<file path="src/rtl/led_dev_pkg.sv">
// led_dev_pkg: display mode encodings shared by the LED status block
package led_dev_pkg;
  typedef enum logic [1:0] {
    LIVE   = 2'b00,
    STICKY = 2'b01,
    BLINK  = 2'b10,
    SCAN   = 2'b11
  } mode_t;
endpackage

</file>
<file path="src/rtl/led_tick_gen.sv">
// led_tick_gen: free-running prescaler, one-cycle tick on each wrap
module led_tick_gen #(
  parameter int TICK_DIV = 25000000
) (
  input  logic clk,
  input  logic rst,
  output logic tick
);
  localparam int W = $clog2(TICK_DIV);
  logic [W-1:0] cnt;
  assign tick = cnt == W'(TICK_DIV - 1);
  always_ff @(posedge clk or posedge rst)
    if (rst) cnt <= '0;
    else     cnt <= tick ? '0 : cnt + 1'b1;
endmodule

</file>
<file path="src/rtl/led_status_dev.sv">
// led_status_dev: status flag capture with live/sticky/blink/scan LED display
module led_status_dev
  import led_dev_pkg::*;
#(
  parameter int N_FLAGS  = 8,
  parameter int TICK_DIV = 25000000
) (
  input  logic               clk,
  input  logic               rst,
  input  logic [N_FLAGS-1:0] flags,
  input  logic [1:0]         mode,
  input  logic               clr,
  output logic [N_FLAGS-1:0] LED,
  output logic               any_sticky
);
  logic [N_FLAGS-1:0] flags_q, sticky, ptr, ptr_next, led_next;
  logic               blink_phase, tick, scan_enter;
  mode_t              m, mode_q;
  led_tick_gen #(.TICK_DIV(TICK_DIV)) u_tick (.clk(clk), .rst(rst), .tick(tick));
  assign m = mode_t'(mode);
  // LED shows ptr_next so the reload on SCAN entry is visible on the same edge
  always_comb begin
    scan_enter = m == SCAN && mode_q != SCAN;
    ptr_next   = scan_enter ? N_FLAGS'(1)
               : (m == SCAN && tick) ? (ptr << 1) | (ptr >> (N_FLAGS - 1))
               : ptr;
    led_next   = m == LIVE   ? flags_q
               : m == STICKY ? sticky
               : m == BLINK  ? flags_q | (sticky & {N_FLAGS{blink_phase}})
               : ptr_next;
  end
  always_ff @(posedge clk or posedge rst)
    if (rst) begin
      flags_q     <= '0;
      sticky      <= '0;
      blink_phase <= 1'b0;
      ptr         <= N_FLAGS'(1);
      mode_q      <= LIVE;
      LED         <= '0;
      any_sticky  <= 1'b0;
    end else begin
      flags_q     <= flags;
      sticky      <= (clr ? '0 : sticky) | flags_q;
      blink_phase <= blink_phase ^ tick;
      ptr         <= ptr_next;
      mode_q      <= m;
      LED         <= led_next;
      any_sticky  <= |sticky;
    end
endmodule

</file>
<file path="config.mk">
export PLATFORM = sky130hd
export DESIGN_NAME = led_status_dev
export DESIGN_NICKNAME = d
export VERILOG_FILES = /design/src/rtl/led_dev_pkg.sv /design/src/rtl/led_tick_gen.sv /design/src/rtl/led_status_dev.sv
export SDC_FILE = /design/constraint.sdc
export NUM_CORES = 1
export LEC_CHECK = 0
export BUFFER_PORTS_ARGS = -buffer_cell sky130_fd_sc_hd__buf_2
export CAP_MARGIN = 20
export CORE_UTILIZATION = 38
export CTS_CLUSTER_DIAMETER = 50
export DETAILED_ROUTE_END_ITERATION = 7
export SETUP_SLACK_MARGIN = 0.15
export SLEW_MARGIN = 20
export SYNTH_ARGS = -nofsm -noshare
export SYNTH_HDL_FRONTEND = slang
export SYNTH_SLANG_ARGS = --single-unit
</file>
<file path="constraint.sdc">
create_clock -name clk -period 4 [get_ports clk]
set_input_delay 0.2 -clock clk [delete_from_list [all_inputs] [get_ports clk]]
set_output_delay 0.2 -clock clk [all_outputs]
set_load 0.05 [all_outputs]
</file>
==> results.json <==
{
  "path_class": "reg2reg",
  "crit_fanout": 11,
  "utilization_pct": 46.6,
  "antenna_cells": 0,
  "layoutNonFillerInstCount": 392,
  "fin_crit_sh_pct": 51.1,
  "start_util_pct": 40.3,
  "die_width_um": 88.0,
  "cts_buffers": 9,
  "insertion_delay_ns": 0.33,
  "crit_buf_inv": 0,
  "postSynthAreaPerCell_um2": 10.8,
  "ys_seq_area_share_pct": 54.3,
  "hold_violations": 0,
  "ctsResizeCount": 0,
  "grt_util_all_layers_pct": 16.8,
  "p_leak_nw": 1.39,
  "powerDensity_nw_per_um2": 371,
  "yosys_register_bits": 61,
  "clock_path_buffers": 2,
  "synth_edf_count": 0,
  "use_met2_pct": 21.6,
  "die_h_um": 88.0,
  "via_per_inst": 5.21,
  "layout_common_cells": "dfrtp_1 (60), nand3_1 (24), buf_2 (21)",
  "finClkSkew_ns": 0.0123,
  "worst_pin_slew_ns": 0.836,
  "syn_inst": 261,
  "crit_family": "simple AND/OR/NAND/NOR gates",
  "max_freq_mhz": 489,
  "syn-num-nets": 275,
  "p_total_mw": 1.21,
  "hold_class": "in2async",
  "setup.worst_path.start_class": "register",
  "busiest_layer": "met1",
  "htree_levels": 3,
  "firstDrtPassIters": 4,
  "wl_per_cell_um": 14.6,
  "fillCellCount": 676,
  "whs_ns": 0.0817,
  "core_region_area_um2": 6980,
  "syn_area_um2": 2810,
  "dp.final_hpwl_mm": 3.91,
  "rsz0062_at_grt": "false",
  "synthArstFlopShare_pct": 100,
  "outcome": "finished clean",
  "io_buffer_count": 21,
  "fin_crit_ns": 2.05,
  "clkTransAtPathRegs_ns": 0.07,
  "area_growth_pct": 15.8,
  "grt_pass1_wl_mm": 9.78,
  "synth-main-ff-cell": "dfrtp_1",
  "die-area_um2": 7750,
  "tns_ns": 0,
  "ys_warn_count": 0,
  "antenna_left": 0,
  "vias": 2042,
  "yosys-top-cells-area": "dfrtp_1 (53%), nand3_1 (4.3%), xnor2_1 (3.7%), mux2i_1 (3.6%), nand2_1 (2.7%)",
  "synth.distinct_cells": 43,
  "drt-initial-drc-count": 153,
  "finalSetupViolations": 0,
  "grt_pass1_vias": 1931,
  "maxCapViolCount": 0,
  "drive_above_1_share_pct": 16.6,
  "crit_required_ns": 4.21,
  "postCtsSetupRepairBufs": 0,
  "ioPinCount": 22,
  "remaining_drc_errors": 0,
  "slowest_delay_ns": 0.54,
  "wirelength_mm": 5.72,
  "yosysTopAreaCell": "dfrtp_1",
  "drv_slew": 0,
  "clockRootBuffer": "clkbuf_8",
  "cts_tree": "done",
  "irDropWorstVdd_mv": 0.133,
  "layout_commonest_cell": "dfrtp_1",
  "rows": 30,
  "cp_slowest_cell": "or3_1",
  "nets": 306,
  "max_slew_margin_pct": 44.0,
  "synth_top_area_share_pct": 53.4,
  "cp-end-kind": "register",
  "clock_sinks": 61,
  "use_met3_pct": 4.05,
  "hold_buffers": 8,
  "grt_overflow": 0,
  "met1_usage_pct": 26.2,
  "dp.cells": 369,
  "antenna_found_initial": 0,
  "gp_congestion": 0.811,
  "path_cells": "nand4_1 -> or3_1 -> o31a_1 -> o21a_1",
  "critical_path_arrival_ns": 2.26,
  "grt_max_degree": 62
}
-- worst paths after layout --
kind / startpoint / endpoint / slack (ns) / cells past startpoint
worst max-delay path: u_tick.cnt[6] / u_tick.cnt[21] / 1.95 / 4
worst max register to register: u_tick.cnt[6] / u_tick.cnt[21] / 1.95 / 4
min in group clk: mode[1] / mode_q[1] / 0.08 / 1
worst min-delay path: rst / u_tick.cnt[23] / 0.08 / 3
max in group asynchronous: rst / LED[6] / 3.43 / 3
worst min register to register: flags_q[1] / sticky[1] / 0.45 / 1
-- cell usage after synthesis, types with 3 or more instances --
library cell / number
a21o_1: 8
a22oi_1: 6
and2_1: 9
and3_1: 4
and4_1: 3
buf_2: 4
clkbuf_1: 5
dfrtp_1: 60
inv_1: 5
mux2i_1: 10
nand2_1: 20
nand3_1: 24
nand4_1: 8
nand4b_1: 3
nor2_1: 17
nor3_1: 7
nor4_1: 10
o21ai_0: 11
xnor2_1: 12
xor2_1: 6
-- cell families after synthesis --
kind of cell | synth area share, %
simple gates | 25.3
flops | 54.3
compound gates | 8.55
xor+xnor | 5.61
buf+inv | 2.23
mux | 3.56
fa+ha+maj | 0.445
-- tightest hold or removal path, cell delays in order --
cell and delay (ns):
buf_2 0.10, inv_2 0.03, buf_4 0.58
-- power by group --
| part | internal (mW) | leakage (nW) | total [mW] | switching [mW] |
|---|---|---|---|---|
| logic | 0.0258 | 0.530 | 0.0825 | 0.0567 |
| clock network | 0.253 | 0.0949 | 0.481 | 0.229 |
| registers | 0.634 | 0.766 | 0.643 | 0.00911 |
| total | 0.913 | 1.39 | 1.21 | 0.294 |
-- sequential cells by signal, summed over array words and instances, names as in the netlist --
register,count
sticky,8
LED,8
any_sticky,1
u_tick.cnt,25
blink_phase,1
flags_q,8
mode_q,2
ptr,8
-- area by class of cell --
cell class / instances / area [um^2] / area share (%)
clock buffer: 11 / 151 / 4.65
tap: 96 / 120 / 3.69
inverter: 5 / 18.8 / 0.576
clock inverter: 4 / 23.8 / 0.730
multi-input combinational: 185 / 1220 / 37.5
sequential: 61 / 1530 / 46.9
timing repair buffer: 30 / 193 / 5.92
-- routing by layer --
metal / wire length, um / share of wire (%)
met1: 2930 / 51
met2: 2470 / 43
met3: 274 / 4.8
met4: 42 / 0.73
met5: 0 / 0
-- stage by stage --
step	cell area (um^2)	worst slack [ns]
finish	3260	1.95
detailed placement	3000	1.97
floorplan	2810	2.25
global route	3260	1.76
global placement	3000	2.00
CTS	3260	1.94
No activity file was read; power rests on OpenSTA's default activity.
